## src/rtl/mips_rf_operand_ctrl.sv

```systemverilog
// Operand controller for the 32x32 MIPS register file.
// Hides the synchronous read latency and bypasses writeback data.
module mips_rf_operand_ctrl #(
   parameter int DW = 32,
   parameter int AW = 5
) (
   input  logic          CLK,
   input  logic          RST,
   input  logic          iss_valid,
   output logic          iss_ready,
   input  logic [AW-1:0] iss_rs,
   input  logic [AW-1:0] iss_rt,
   output logic          op_valid,
   input  logic          op_ready,
   output logic [DW-1:0] op_a,
   output logic [DW-1:0] op_b,
   input  logic          wb_valid,
   input  logic [AW-1:0] wb_dr,
   input  logic [DW-1:0] wb_data,
   output logic          rf_regw,
   output logic [AW-1:0] rf_dr,
   output logic [DW-1:0] rf_din,
   output logic [AW-1:0] rf_sr1,
   output logic [AW-1:0] rf_sr2,
   input  logic [DW-1:0] rf_rd1,
   input  logic [DW-1:0] rf_rd2
);

   typedef enum logic [1:0] {IDLE, FETCH, VALID} state_t;

   state_t        state_q;
   logic [AW-1:0] rs_q, rt_q;
   logic          byp_a_q, byp_b_q;
   logic [DW-1:0] byp_a_dat_q, byp_b_dat_q;
   logic [DW-1:0] op_a_q, op_b_q;
   logic          op_valid_q;

   logic          accept;
   logic          hit_iss_a, hit_iss_b;
   logic          hit_cap_a, hit_cap_b;
   logic [DW-1:0] op_a_d, op_b_d;

   // Handshake, write path, read address steering and operand selection
   always_comb begin
      iss_ready = (state_q == IDLE) ||
                  (state_q == VALID && op_ready);
      accept    = iss_valid && iss_ready;
      rf_regw   = wb_valid && (wb_dr != '0);
      rf_dr     = wb_dr;
      rf_din    = wb_data;
      rf_sr1    = iss_ready ? iss_rs : rs_q;
      rf_sr2    = iss_ready ? iss_rt : rt_q;
      hit_iss_a = rf_regw && (wb_dr == iss_rs);
      hit_iss_b = rf_regw && (wb_dr == iss_rt);
      hit_cap_a = rf_regw && (wb_dr == rs_q);
      hit_cap_b = rf_regw && (wb_dr == rt_q);
      if (rs_q == '0)   op_a_d = '0;
      else if (hit_cap_a) op_a_d = wb_data;
      else if (byp_a_q) op_a_d = byp_a_dat_q;
      else              op_a_d = rf_rd1;
      if (rt_q == '0)   op_b_d = '0;
      else if (hit_cap_b) op_b_d = wb_data;
      else if (byp_b_q) op_b_d = byp_b_dat_q;
      else              op_b_d = rf_rd2;
   end

   // Issue FSM: capture sources, load operands, hold them current while stalled
   always_ff @(posedge CLK) begin
      if (RST) begin
         state_q     <= IDLE;
         op_valid_q  <= 1'b0;
         op_a_q      <= '0;
         op_b_q      <= '0;
         rs_q        <= '0;
         rt_q        <= '0;
         byp_a_q     <= 1'b0;
         byp_b_q     <= 1'b0;
         byp_a_dat_q <= '0;
         byp_b_dat_q <= '0;
      end else begin
         if (accept) begin
            rs_q        <= iss_rs;
            rt_q        <= iss_rt;
            byp_a_q     <= hit_iss_a;
            byp_b_q     <= hit_iss_b;
            byp_a_dat_q <= wb_data;
            byp_b_dat_q <= wb_data;
         end
         unique case (state_q)
            IDLE: begin
               if (accept) state_q <= FETCH;
            end
            FETCH: begin
               state_q    <= VALID;
               op_valid_q <= 1'b1;
               op_a_q     <= op_a_d;
               op_b_q     <= op_b_d;
            end
            VALID: begin
               if (op_ready) begin
                  op_valid_q <= 1'b0;
                  state_q    <= iss_valid ? FETCH : IDLE;
               end else begin
                  if (hit_cap_a) op_a_q <= wb_data;
                  if (hit_cap_b) op_b_q <= wb_data;
               end
            end
            default: state_q <= IDLE;
         endcase
      end
   end

   assign op_valid = op_valid_q;
   assign op_a     = op_a_q;
   assign op_b     = op_b_q;

endmodule

```

## config.mk

```make
export PLATFORM = sky130hd
export DESIGN_NAME = mips_rf_operand_ctrl
export DESIGN_NICKNAME = d
export VERILOG_FILES = /design/src/rtl/mips_rf_operand_ctrl.sv
export SDC_FILE = /design/constraint.sdc
export NUM_CORES = 1
export LEC_CHECK = 0
export ABC_CLOCK_PERIOD_IN_PS = 2200
export CAP_MARGIN = 10
export CORE_MARGIN = 3
export CORE_UTILIZATION = 35
export DETAILED_ROUTE_END_ITERATION = 10
export PLACE_DENSITY_LB_ADDON = 0.15
export SYNTH_ARGS = -nofsm -noshare
export SYNTH_HDL_FRONTEND = slang
export SYNTH_SLANG_ARGS = --single-unit
```

## constraint.sdc

```tcl
create_clock -name CLK -period 2.2 [get_ports CLK]
set_input_delay 0.33 -clock CLK [delete_from_list [all_inputs] [get_ports CLK]]
set_output_delay 0.33 -clock CLK [all_outputs]
set_load 0.02 [all_outputs]
```

==> summary.txt, run 1 <==
number of synthesized flops with an enable pin -> 0
max_cap viols -> 0
Final Hold Violating Endpoints -> 0
slowest stage delay, CP -> 0.51 ns
final WL -> 21.6 mm
Max Slew Vio Count -> 0
pre-CTS setup slack -> -0.528 ns
clk sink count -> 111
DP HPWL -> 14.9 mm
Layout Utilization -> 54.4%
sw power -> 0.00180 W
core area -> 17400 sq um
Tmin final -> 2.15 ns
post-synthesis cell type count -> 34
critical path class -> input pin to output pin
Mapped Nets -> 855
combinational group share of total power -> 30.6%
worst-path cell chain -> clkdlybuf4s50_1, inv_1, a21oi_4, buf_6, mux2_2, clkdlybuf4s15_2
Num CTS Buffers -> 9
relative slew slack -> 32.9%
Critical Path Start Type -> input pin
remaining antenna violation count -> 0
fin nets -> 1052
Layout area overhead -> 51.9%
vias -> 6134
Max Buffers Root-to-Sink -> 2
dpl cell area -> 8970 sq um
Rows -> 48
CTS tree -> done
Post-route DRC -> 0
sequential area share after synthesis -> 35.8%
CTS clk-pin slew, worst paths -> 0.08 ns
ANT cells -> 0
CP arrival -> 1.82 ns
Internal -> 0.00394 W
TritonRoute pass-1 iters -> 5
post-route cell area -> 9440 sq um
Power Dens Cells -> 608 nW/um^2
Ports -> 230
Skew-Pair Late Insertion Delay -> 0.36 ns
vias per cell -> 5.26
gpl congestion -> 0.821
die width -> 139 microns
share of flip-flops with an asynchronous set or reset -> 0%
critical path peak fanout -> 5
share of cells above drive strength 1 -> 19.4%
Leakage Power -> 3.32 nW
Fmax achieved -> 465 MHz
PnR worst setup slack -> 0.0496 ns
Synth warnings -> 0
Yosys reg bits -> 111
type of the most critical hold path -> input pin to register
Die Y -> 139 microns
mapped cell area -> 6210 sq um
initial core utilization -> 35.8%
Worst Clk Skew -> 0.00769 ns
ys flop type -> dfxtp_1
DR iter-0 viols -> 298
setup TNS -> 0 ns
critical path required time -> 1.87 ns
Die ar. -> 19400 sq um
leading cell type in the layout, fill and taps excluded -> clkdlybuf4s50_1
Peak VDD IR -> 0.421 mV
period utilization -> 97.7%
power share of the sequential group -> 39.1%
CP Capture Type -> output pin
first-pass GRT wire length -> 34.8 mm
initial antenna violation count -> 2
largest net degree at the start of global routing -> 46
port bufs -> 229
final setup violating endpoints -> 0
synthesized instance count -> 739
remaining global-route overflow -> 0
Root Buffer -> clkbuf_16
H-tree depth -> 3
most frequent cells in the layout -> clkdlybuf4s50_1, dfxtp_1, nand2_1
status -> complete, no violations
Clock power frac -> 30.3%
Slowest cell on crit path -> clkdlybuf4s50_1
Syn Area/Cell -> 8.41 sq um
Sw Ratio -> 31.3%
Wirelength per Cell -> 18.5 microns
Tot GR Track Use -> 22.2%
Tightest Pin Transition -> 1.00 ns
vias in the first global route -> 6175
==> cell type report <==
class / count / area (sq um)
clock buffer: 11 / 243
clock inverter: 5 / 65.1
fill: 1665 / 7920
inverter: 2 / 7.51
multi-input combinational: 520 / 3570
sequential: 111 / 2220
tap: 225 / 282
timing repair buffer: 292 / 3050
==> final timing paths <==
path              slack [ns]                          from                            to  depth (start not counted)
hold / removal          0.43                           RST   byp_b_dat_q[4]$_SDFFE_PP0P_                          2
hold reg to reg         0.47  byp_b_dat_q[26]$_SDFFE_PP0P_  byp_b_dat_q[26]$_SDFFE_PP0P_                          2
setup / recovery        0.05                      op_ready                     rf_sr2[1]                          6
setup reg to reg        0.09          rs_q[2]$_SDFFE_PP0P_         op_a[25]$_SDFFE_PP0P_                          8
==> power by group through the flow <==
stage / Sequential, W / Combinational [W] / Clock, W
4_1_cts: 0.00224 / 0.00177 / 0.00178
6_report: 0.00224 / 0.00176 / 0.00174
3_3_place_gp: 0.00229 / 0.00172 / 0
5_1_grt: 0.00226 / 0.00189 / 0.00185
2_1_floorplan: 0.00238 / 0.000761 / 0
3_5_place_dp: 0.00229 / 0.00173 / 0
==> state kept, by name, summed over array words and instances (netlist names) <==
register and count:
byp_a_q 1, byp_b_dat_q 32, byp_b_q 1, op_a 32
op_b 32, op_valid 1, rs_q 5, rt_q 5
state_q 2
==> per-stage QoR <==
| step | hold WS, ns | instances | power, W |
|---|---|---|---|
| after detailed placement | 0.461 | 1143 | 0.00402 |
| final | 0.430 | 1166 | 0.00574 |
| after CTS | 0.414 | 1165 | 0.00579 |
| after global placement | 0.454 | 1143 | 0.00401 |
| after global routing | 0.436 | 1166 | 0.00600 |
| after floorplan | 0.426 | 739 | 0.00314 |
==> kinds of logic (layout without fill, tap and decap cells) <==
group	Yosys count	in the layout	synth area share, %
flip-flops	111	111	35.8
multiplexers	74	74	12.8
AO/OA/AOI/OAI	153	153	19.2
AND/OR/NAND/NOR	273	273	19.9
XOR/XNOR	20	20	2.82
buffers and inverters	108	310	9.54
==> repair_timing <==
item,CTS,global route
endpoints found under the hold margin,0,0
pin swaps,3,4
resized for setup,48,11
endpoints found under the setup margin,46,74
hold buffers,0,0
buffers inserted,6,1
==> synthesized netlist by cell type (all sizes together) (2+ instances only) <==
cell type	n	area, sq um
xnor2	15	131
clkbuf	47	176
dfxtp	111	2220
nor2b	2	12.5
a311oi	32	430
buf	59	409
mux2	42	473
or3	33	206
inv	2	7.51
nor3	36	185
a221oi	32	280
xor2	5	43.8
mux2i	32	320
nand3	37	185
a21oi	68	340
o31ai	3	22.5
nand2b	2	12.5
o31a	3	26.3
nand2	88	330
o21ai	14	85.1
nor2	70	263
or4	2	18.8
==> routing by layer <==
metal  track usage (%)  routed length, microns  vias to the layer above
met5                 0                      25                        -
met4              5.51                     263                        4
met3              5.77                    1360                       23
met2              35.3                   10100                      198
met1              30.1                    9830                     2901
li1                  -                       -                     3008
==> worst max-delay path: cells and delay by family <==
kind                   cells  cell delay [ns]
AO/OA/AOI/OAI              1             0.16
multiplexers               1             0.33
buffers and inverters      4             0.99
No activity file was read; power rests on OpenSTA's default activity.
==> inputs of run 2 (changes only) <==
Settings changed: CORE_MARGIN 3 to default.
==> run 2 against run 1 <==
  * Global-route usage increased by 1.0 points
  * Cell area down 1.8%
  * Largest power group unchanged
  * Non-clock buffer count shrank 4
  * Clock power is 11% lower
==> summary.txt, run 2 (synthesis results as in run 1) <==
initial antenna violation count -> 0
setup TNS -> 0 ns
critical path class -> input pin to output pin
DP HPWL -> 14.6 mm
CP Capture Type -> output pin
hold depth -> 2
period utilization -> 97.5%
Tmin final -> 2.15 ns
Power Dens Cells -> 593 nW/um^2
Layout area overhead -> 49.1%
Tightest Pin Transition -> 0.930 ns
Max Slew Vio Count -> 0
smallest hold slack -> 0.473 ns
leading cell type in the layout, fill and taps excluded -> clkdlybuf4s50_1
TritonRoute pass-1 iters -> 5
critical path peak fanout -> 6
die width -> 135 microns
clk sink count -> 111
Ports -> 230
Worst R2R End -> op_b[6]$_SDFFE_PP0P_
met2 WL post-DR -> 10.2 mm
DR iter-0 viols -> 363
remaining global-route overflow -> 0
Worst Hold Launch -> byp_b_dat_q[2]$_SDFFE_PP0P_
Worst Clk Skew -> 0.00551 ns
R2R depth -> 7
first-pass GRT wire length -> 33.0 mm
Max Buffers Root-to-Sink -> 2
Post-route DRC -> 0
CTS clk-pin slew, worst paths -> 0.07 ns
type of the most critical hold path -> register to register
Wirelength per Cell -> 18.5 microns
Crit Reg-Reg Startpoint -> rt_q[4]$_SDFFE_PP0P_
ANT cells -> 0
Tot GR Track Use -> 23.2%
H-tree depth -> 3
Fmax achieved -> 466 MHz
Layout Utilization -> 53.6%
Crit. Startpoint -> op_ready
Skew-Pair Late Insertion Delay -> 0.35 ns
met3 wire len -> 1.26 mm
critical path required time -> 1.87 ns
fin nets -> 1048
remaining antenna violation count -> 0
vias per cell -> 5.46
status -> complete, no violations
max layer used -> met4
share of cells above drive strength 1 -> 18.7%
Final Power -> 0.00549 W
Root Buffer -> clkbuf_16
CTS tree -> done
core area -> 17300 sq um
relative slew slack -> 37.8%
CP arrival -> 1.82 ns
largest net degree at the start of global routing -> 112
final setup violating endpoints -> 0
Metal-1 WL -> 9.32 mm
port bufs -> 229
WHS Endpoint -> byp_b_dat_q[2]$_SDFFE_PP0P_
RSZ-0062 raised after global routing -> no
Leakage Power -> 3.25 nW
Critical Path Start Type -> input pin
Die Y -> 135 microns
Die ar. -> 18300 sq um
final WL -> 21.5 mm
Peak VDD IR -> 0.454 mV
Num CTS Buffers -> 9
hold_buf cts -> 0
r2r setup slk -> 0.24 ns
most frequent cells in the layout -> clkdlybuf4s50_1, dfxtp_1, nand2_1
max_cap viols -> 0
initial core utilization -> 35.9%
Final Hold Violating Endpoints -> 0
vias -> 6347
Rows -> 48
vias in the first global route -> 6159
gpl congestion -> 0.824
[run 2: changes by cell type in the layout (fill, tap and decap cells not counted), sizes merged, moves of 2 or more]
cell           change
buf                -9
clkdlybuf4s15      -3
dlymetal6s2s       +3
clkbuf             +8
inv                -2
dlygate4sd2        -2
clkinvlp           +2
[run 2: repair_timing]
item,in CTS,in global routing
gates cloned,1,2
pin swaps,3,11
buffers inserted,1,5
resized for setup,35,27
endpoints found under the hold margin,0,0
setup endpoints to repair,18,73
[run 2: worst max-delay path by stage]
stage                            end  slack, ns
2_1_floorplan  op_b[26]$_SDFFE_PP0P_       0.16
3_3_place_gp                 rf_regw      -0.34
3_5_place_dp   op_a[24]$_SDFFE_PP0P_      -0.37
4_1_cts         op_b[0]$_SDFFE_PP0P_      -0.02
5_1_grt                    rf_sr2[3]       0.01
6_report                   rf_sr2[3]       0.05
[run 2: worst max-delay path: stages]
cell and delay, ns:
clkdlybuf4s50_1 0.48, inv_1 0.06, a21oi_2 0.18, buf_6 0.16
mux2_2 0.33, clkdlybuf4s15_2 0.26
[run 2: power breakdown]
part           internal (W)  switching [W]
Combinational      0.000816       0.000883
Sequential          0.00215      0.0000974
Clock              0.000769       0.000779
[run 2: layout make-up]
| class | count | area (sq um) |
|---|---|---|
| clock inverters | 5 | 35.0 |
| flip-flops and latches | 111 | 2220 |
| repair buffers | 288 | 2960 |
| multi-input cells | 520 | 3520 |
| inverters | 2 | 7.51 |
| fillers | 1570 | 8030 |
| well taps | 225 | 282 |
| clock buffers | 11 | 233 |
[run 2: per-stage QoR]
stage | cell area, sq um | cells | setup slack [ns]
floorplan | 6210 | 739 | 0.163
global placement | 8830 | 1137 | -0.338
detailed placement | 8830 | 1137 | -0.373
CTS | 9150 | 1155 | -0.0159
global route | 9270 | 1162 | 0.0112
finish | 9270 | 1162 | 0.0546
[run 2: metal layers]
metal | up-vias | GRT usage (%)
met3 | 52 | 3.07
met2 | 277 | 38.2
li1 | 3004 | -
met1 | 3014 | 29.9
met5 | - | 0
met4 | 0 | 10.7
==> inputs of run 3 (changes only) <==
Settings changed: CORE_MARGIN from default to 3.
==> results of run 3 <==
Final layout, timing and power as in run 1 (identical DEF).
